File: src/rtl/shift_sequencer_if.sv
// Handshake and data bundle between the decode/ALU-control stage (master)
// and the shift sequencer (slave).
// Optional feature macro: SHIFT_ROTATE_EN adds the rotate request bit.
interface shift_sequencer_if #(
  parameter int WIDTH = 8,
  parameter int AMT_W = 3
);
  logic             start;
  logic [WIDTH-1:0] source;
  logic [AMT_W-1:0] amount;
  logic             dir;
`ifdef SHIFT_ROTATE_EN
  logic             rotate;
`endif
  logic             ready;
  logic             busy;
  logic             done;
  logic [WIDTH-1:0] result;
  logic             carry_out;

`ifdef SHIFT_ROTATE_EN
  modport master (output start, source, amount, dir, rotate,
                  input  ready, busy, done, result, carry_out);
  modport slave  (input  start, source, amount, dir, rotate,
                  output ready, busy, done, result, carry_out);
`else
  modport master (output start, source, amount, dir,
                  input  ready, busy, done, result, carry_out);
  modport slave  (input  start, source, amount, dir,
                  output ready, busy, done, result, carry_out);
`endif
endinterface

File: src/rtl/shift_sequencer.sv
// Multi-cycle shift engine: one 1-bit shift per clock, result handed over
// with a single-cycle done pulse.
// Optional feature macro: SHIFT_ROTATE_EN (circular rotate instead of zero fill).
//
// state | meaning
// IDLE  | ready for a new operation
// SHIFT | one bit shifted per cycle, count decrementing
// DONE  | result/carry_out valid, done pulsed for this one cycle
module shift_sequencer #(
  parameter int WIDTH = 8,
  parameter int AMT_W = 3
) (
  input logic              clk,
  input logic              reset,
  shift_sequencer_if.slave bus
);

  typedef enum logic [1:0] {
    IDLE  = 2'd0,
    SHIFT = 2'd1,
    DONE  = 2'd2
  } state_t;

  state_t           state_q, state_d;
  logic [WIDTH-1:0] acc_q;
  logic [AMT_W-1:0] count_q;
  logic             dir_q;
  logic [WIDTH-1:0] result_q;
  logic             carry_q;
  logic             ready, busy, done;
  logic             accept;
  logic             last_shift;
  logic             out_bit;
  logic             fill;
  logic [WIDTH-1:0] acc_shf;

`ifdef SHIFT_ROTATE_EN
  logic rot_q;
`endif

  assign accept     = (state_q == IDLE) && bus.start;
  assign last_shift = (state_q == SHIFT) && (count_q == AMT_W'(1));

  // One-bit shift of the accumulator; fill is zero unless rotating.
  always_comb begin
    out_bit = dir_q ? acc_q[0] : acc_q[WIDTH-1];
`ifdef SHIFT_ROTATE_EN
    fill = rot_q & out_bit;
`else
    fill = 1'b0;
`endif
    if (dir_q) acc_shf = {fill, acc_q[WIDTH-1:1]};
    else       acc_shf = {acc_q[WIDTH-2:0], fill};
  end

  // State register.
  always_ff @(posedge clk) begin
    if (reset) state_q <= IDLE;
    else       state_q <= state_d;
  end

  // Next-state and status outputs.
  always_comb begin
    state_d = state_q;
    ready   = 1'b0;
    busy    = 1'b0;
    done    = 1'b0;
    case (state_q)
      IDLE: begin
        ready = 1'b1;
        if (bus.start) state_d = (bus.amount == '0) ? DONE : SHIFT;
      end
      SHIFT: begin
        busy = 1'b1;
        if (count_q == AMT_W'(1)) state_d = DONE;
      end
      DONE: begin
        done    = 1'b1;
        state_d = IDLE;
      end
      default: state_d = IDLE;
    endcase
  end

  // Operand capture, per-cycle shift, and result update on DONE entry.
  always_ff @(posedge clk) begin
    if (reset) begin
      acc_q    <= '0;
      count_q  <= '0;
      dir_q    <= 1'b0;
      result_q <= '0;
      carry_q  <= 1'b0;
`ifdef SHIFT_ROTATE_EN
      rot_q    <= 1'b0;
`endif
    end else if (accept) begin
      acc_q   <= bus.source;
      count_q <= bus.amount;
      dir_q   <= bus.dir;
      carry_q <= 1'b0;
`ifdef SHIFT_ROTATE_EN
      rot_q   <= bus.rotate;
`endif
      // Zero-length op goes straight to DONE with the operand untouched.
      if (bus.amount == '0) result_q <= bus.source;
    end else if (state_q == SHIFT) begin
      acc_q   <= acc_shf;
      count_q <= count_q - AMT_W'(1);
      if (last_shift) begin
        result_q <= acc_shf;
        carry_q  <= out_bit;
      end
    end
  end

  assign bus.ready     = ready;
  assign bus.busy      = busy;
  assign bus.done      = done;
  assign bus.result    = result_q;
  assign bus.carry_out = carry_q;

endmodule

File: src/flat_wrapper.sv
// flat-port wrapper written by rule: the top's interface ports become plain ports
module shift_sequencer_flat 
#(
  parameter int WIDTH = 8,
  parameter int AMT_W = 3
)
  (clk, reset, bus_start, bus_source, bus_amount, bus_dir, bus_ready, bus_busy, bus_done, bus_result, bus_carry_out);
  shift_sequencer_if #(.WIDTH(WIDTH), .AMT_W(AMT_W)) bus_i ();
  input logic clk;
  input logic reset;
  input wire logic [$bits(bus_i.start)-1:0] bus_start;
  input wire logic [$bits(bus_i.source)-1:0] bus_source;
  input wire logic [$bits(bus_i.amount)-1:0] bus_amount;
  input wire logic [$bits(bus_i.dir)-1:0] bus_dir;
  output wire logic [$bits(bus_i.ready)-1:0] bus_ready;
  output wire logic [$bits(bus_i.busy)-1:0] bus_busy;
  output wire logic [$bits(bus_i.done)-1:0] bus_done;
  output wire logic [$bits(bus_i.result)-1:0] bus_result;
  output wire logic [$bits(bus_i.carry_out)-1:0] bus_carry_out;
  assign bus_i.start = bus_start;
  assign bus_i.source = bus_source;
  assign bus_i.amount = bus_amount;
  assign bus_i.dir = bus_dir;
  assign bus_ready = bus_i.ready;
  assign bus_busy = bus_i.busy;
  assign bus_done = bus_i.done;
  assign bus_result = bus_i.result;
  assign bus_carry_out = bus_i.carry_out;
  shift_sequencer #(.WIDTH(WIDTH), .AMT_W(AMT_W)) u_core (.clk(clk), .reset(reset), .bus(bus_i));
endmodule
File: config.mk
export PLATFORM = sky130hd
export DESIGN_NAME = shift_sequencer_flat
export DESIGN_NICKNAME = d
export VERILOG_FILES = /design/src/rtl/shift_sequencer_if.sv /design/src/rtl/shift_sequencer.sv /design/src/flat_wrapper.sv
export SDC_FILE = /design/constraint.sdc
export NUM_CORES = 1
export LEC_CHECK = 0
export BUFFER_PORTS_ARGS = -buffer_cell sky130_fd_sc_hd__buf_2
export CAP_MARGIN = 10
export CORE_MARGIN = 1.5
export CORE_UTILIZATION = 53
export DETAILED_ROUTE_END_ITERATION = 10
export PLACE_DENSITY = 0.88
export SYNTH_ARGS = -nofsm -noshare
export SYNTH_HDL_FRONTEND = slang
export SYNTH_SLANG_ARGS = --single-unit
File: constraint.sdc
create_clock -name clk -period 1.7 [get_ports clk]
set_clock_uncertainty 0.1 [all_clocks]
set_input_delay 0.17 -clock clk [delete_from_list [all_inputs] [get_ports clk]]
set_output_delay 0.17 -clock clk [all_outputs]
set_load 0.02 [all_outputs]
======== After elaboration in Yosys (flattened, before gate mapping) ========
Index checks and enable logic that the tools add are counted.
cells by class
  equal/unequal tests ..................... 6
  mux-type cells .......................... 17
  reduce and logical (&&, ||, !) cells .... 10
  $mul .................................... 0
  shifts and indexed selects .............. 0
  divide/modulo/power cells ............... 0
  $lt $le $gt $ge ......................... 0
  bitwise operators ....................... 0
  add/subtract/negate cells ............... 1
operators by type and width
  cell                                                    count
  2-to-1 mux 8 bit                                        7
  2-to-1 mux 2 bit                                        3
  2-to-1 mux 3 bit                                        2
  2-to-1 mux 1 bit                                        4
  inequality test 2 bit (second input constant)           2
  case mux 2 bit (2 select lines)                         1
  AND reduction 2 bit                                     2
  nonzero test 2 bit                                      2
  == test 3 x 1 -> 1 bit (second input constant)          1
  logical NOT 3 bit                                       1
  AND reduction 3 bit                                     1
  subtractor 3 x 1 -> 3 bit (second input constant)       1
  == test 2 x 1 -> 1 bit (second input constant)          1
  == test 2 bit (second input constant)                   1
  logical AND 1 bit                                       2
  logical NOT 2 bit                                       1
  inequality test 2 x 1 -> 1 bit (second input constant)  1
  OR reduction 2 bit                                      1
word-level totals
  memories ................................ 0
  output and inout bits ................... 12
  bits in read-only memories .............. 0
  input bits .............................. 15
  latch bits .............................. 0
  RAM bits ................................ 0
  register bits ........................... 23
  logic and storage cells ................. 40

======== Longest topological paths before layout ========
  word-level depth ........................ 5
  mapped depth ............................ 6
  depth with buffers taken out ............ 5

======== Worst setup path after synthesis ========
OpenSTA, ideal clock, no wires.
  kind .................................... register to register
  from .................................... register u_core.state_q[0]
  to ...................................... register u_core.acc_q[7]
  slack ................................... 0.111 ns
  arrival ................................. 1.370 ns
  required time ........................... 1.481 ns
  stages on the path, launching flop included .. 6
  library setup time ...................... 0.119 ns
  path through ............................ dfxtp_1 > buf_2 > buf_2 > nor2b_1 > a21oi_1 > o221a_2
on the way
  word-level cells in the longest chain between the ends .. 3
  elaborated cells on any way between the ends .. 5
RTL lines
  what                                                           line                    text
  start: declaration                                             shift_sequencer.sv:24   state_t state_q, state_d;
  start signal: assignment                                       shift_sequencer.sv:59   else state_q <= state_d;
  logical NOT 2 bit                                              shift_sequencer.sv:41   assign accept = (state_q == IDLE) && bus.start;
  logical AND 1 bit                                              shift_sequencer.sv:41
  2-to-1 mux 8 bit / nonzero test 2 bit (equally long branches)  -
  end signal: assignment                                         shift_sequencer.sv:97   acc_q <= bus.source;
  end signal: assignment                                         shift_sequencer.sv:107  acc_q <= acc_shf;
  end: declaration                                               shift_sequencer.sv:25   logic [WIDTH-1:0] acc_q;
Several ways; a longest one is shown, not always the timed one.
A chain may end at the register's enable or synchronous reset.

======== Final worst setup path ========
  from .................................... register u_core.state_q[1]
  to ...................................... output port bus_done
on the way
  word-level cells in the longest chain between the ends .. 2
RTL lines
  what              line                   text
  == test 2 bit     shift_sequencer.sv:68  case (state_q)
  2-to-1 mux 1 bit  shift_sequencer.sv:68
  end: declaration  flat_wrapper.sv:17     output wire logic [$bits(bus_i.done)-1:0] bus_done;
No other way between the ends.

==> results.txt <==
# diodes = 0
Site Rows = 17
Lkg Pwr = 0.000656 uW
Post-synth top area cell = dfxtp_1
Multi-input logic area = 776 sq um
Total power draw = 1260 uW
Placed insts = 185
Area contributors post-synth = dfxtp_1 36%, o211ai_1 7.0%, mux2i_1 5.4%
Clock sink count = 23
Actual slew at the worst max-slew pin = 496 ps
Startpoint types = register
CTS tree = yes
Final hold violations = 0
Die Area = 2740 sq um
Fin crit period = 1620 ps
Gate power share = 0.281
Crit Reg-Reg Startpoint = u_core.count_q[1]
GRT overflow = 0
Port bufs = 26
Die Y-Extent = 52.3 um
Hold Path Class = primary input to register
DP HPWL = 2350 um
Global Route Usage Sum = 0.261
# DRC = 0
Slew Viols, Final = 0
Largest net degree at the start of global routing = 17
Core area = 2250 sq um
Iter 0 DRT Violations = 47
CP max FO = 12
H-tree depth = 1
Slowest cell on crit path = dfxtp_2
Vias in the first global route = 1130
Area grow syn2layout = 20.2%
Crit-path max cell delay = 500 ps
Non-filler instance count after layout = 194
Detail Route met2 WL = 1690 um
Top Metal Used = met4
R2R Setup Slk = 100 ps
Setup crit end kind = primary output
Max IR drop VDD = 0.676 mV
Final net count = 184
GPL Wtd Cong = 0.853
Register bit total from synthesis = 23
Clock root buffer = clkbuf_4
Initial core utilization = 0.572
Clock buffer depth = 2
Status = finished clean
WP buf/inv = 2
Relative slew slack = 0.668
Critical path type = register to primary output
FILL cells = 191
Via/cell ratio = 6.02
CTS Buf Count = 3
Register area = 465 sq um
Max-cap violations = 0
Sw frac = 0.332
Hold Crit Start = bus_source[0]
Mean Syn Cell Area = 9.41 sq um
Sequential power share = 0.507
Met3 WL = 163 um
Post-synth cell types = 38
Mapped Cells = 137
Layout cells sized above 1 = 0.343
Clock power share = 0.213
Worst Path Arrival = 1350 ps
Worst Path Required = 1430 ps
Crit-path cells = buf_4 > nor2b_1 > buf_2
Routed WL = 3280 um
YS warnings = 0
Vias = 1167
Clock-pin slew on the worst setup and hold paths = 130 ps
Commonest non-fill, non-tap cells in the layout = 26 x buf_2, 21 x dfxtp_1, 17 x nand2_1
Die Wd = 52.3 um
Number of top-level pins = 27
Clock latency at the later pin of the worst-skew pair = 330 ps
Drt pass-1 iters = 4
Commonest non-fill, non-tap cell in the layout = buf_2
ANT nets after route = 0
Period utilization = 0.955
FMAX = 616 MHz
Syn Nets = 154
Global-route wire length before repair = 5310 um
Pwr dens = 810 nW/um^2
Setup-failing EPs final = 0
Worst setup path start = u_core.state_q[1]
Syn Std Cell Area = 1290 sq um
Met1 WL = 1400 um
Psw = 417 uW
Initial antenna violation count = 0
Sequential share of the synthesized area = 0.357
Synth top area share = 0.357
Cell internal pwr = 838 uW
Delay-heaviest family, CP = flip-flops
Routed WL per cell = 16.9 um
[what timing repair did]
action                                 4_1_cts  5_1_grt
pin swaps                                    0        0
endpoints found under the hold margin        1        1
gates resized for setup                      4        6
hold buffers                                 1        1
setup endpoints to repair                    2       10
setup buffers                                0        3
[cell families (layout without fill, tap and decap cells)]
family | count (synthesis) | in the layout | share of synthesized area
fa+ha+maj | 2 | 2 | 0.0194
mux | 13 | 13 | 0.107
flops | 23 | 23 | 0.357
buf+inv | 16 | 45 | 0.0680
compound gates | 42 | 42 | 0.256
simple gates | 41 | 41 | 0.192
[area by class of cell]
class | instances | area share
clock buffer | 3 | 0.0145
clock inverter | 1 | 0.00323
inverter | 4 | 0.00969
multi-input combinational | 98 | 0.501
sequential | 23 | 0.300
tap | 28 | 0.0226
timing repair buffer | 37 | 0.149
[per-stage QoR]
stage	hold slack [ps]	util	setup TNS, ps	cell area [sq um]	setup slack [ps]
final	3.73	0.687	0	1550	76.6
after global routing	7.50	0.687	-20.8	1550	-20.8
after CTS	3.51	0.653	0	1470	29.4
after detailed placement	332	0.633	0	1430	41.8
after global placement	319	0.633	0	1430	129
after floorplan	134	-	0	1290	111
[power groups by stage]
stage	Sequential (uW)	Combinational [uW]	Clock [uW]
4_1_cts	631	326	268
5_1_grt	643	381	300
3_3_place_gp	637	306	0
6_report	636	352	267
2_1_floorplan	631	240	0
3_5_place_dp	642	322	0
[cell usage after synthesis]
| library cell | instances |
|---|---|
| dfxtp_1 | 23 |
| nand2_1 | 17 |
| a21oi_1 | 13 |
| o211ai_1 | 12 |
| mux2i_1 | 7 |
| buf_2 | 6 |
| mux2_2 | 6 |
| or4b_1 | 6 |
| inv_1 | 4 |
| nand2b_1 | 3 |
| nor2_1 | 3 |
| a211oi_1 | 2 |
| a2bb2oi_1 | 2 |
| a311oi_1 | 2 |
| buf_6 | 2 |
| clkbuf_1 | 2 |
| ha_1 | 2 |
| nand3_1 | 2 |
| nor2b_1 | 2 |
| nor3_1 | 2 |
| o221a_1 | 2 |
| a2111oi_4 | 1 |
| a21o_1 | 1 |
| a21oi_4 | 1 |
| a22oi_1 | 1 |
| buf_4 | 1 |
| clkbuf_2 | 1 |
| nand3b_1 | 1 |
| nor2_2 | 1 |
| nor3_2 | 1 |
| nor3b_4 | 1 |
| nor4bb_1 | 1 |
| o21ai_0 | 1 |
| o21ba_1 | 1 |
| o21bai_1 | 1 |
| o221a_2 | 1 |
| o311a_1 | 1 |
| or3b_1 | 1 |
[per-layer routing]
metal / track usage / vias up
li1: - / 567
met1: 0.336 / 557
met2: 0.419 / 39
met3: 0.0657 / 4
met4: 0.0983 / 0
met5: 0 / -
[path summary, 6_finish.rpt]
| check | end | cells after the start |
|---|---|---|
| worst max-delay path | bus_done | 3 |
| worst min-delay path | u_core.acc_q[0] | 2 |
| worst max register to register | u_core.bus.carry_out | 6 |
| worst min register to register | u_core.bus.result[2] | 2 |
[flip-flops by register name, summed over array words and instances, names as in the netlist]
signal	flops
u_core.state_q	2
u_core.bus.carry_out	1
u_core.dir_q	1
u_core.bus.result	8
u_core.count_q	3
u_core.acc_q	8
No activity file was read; power rests on OpenSTA's default activity.
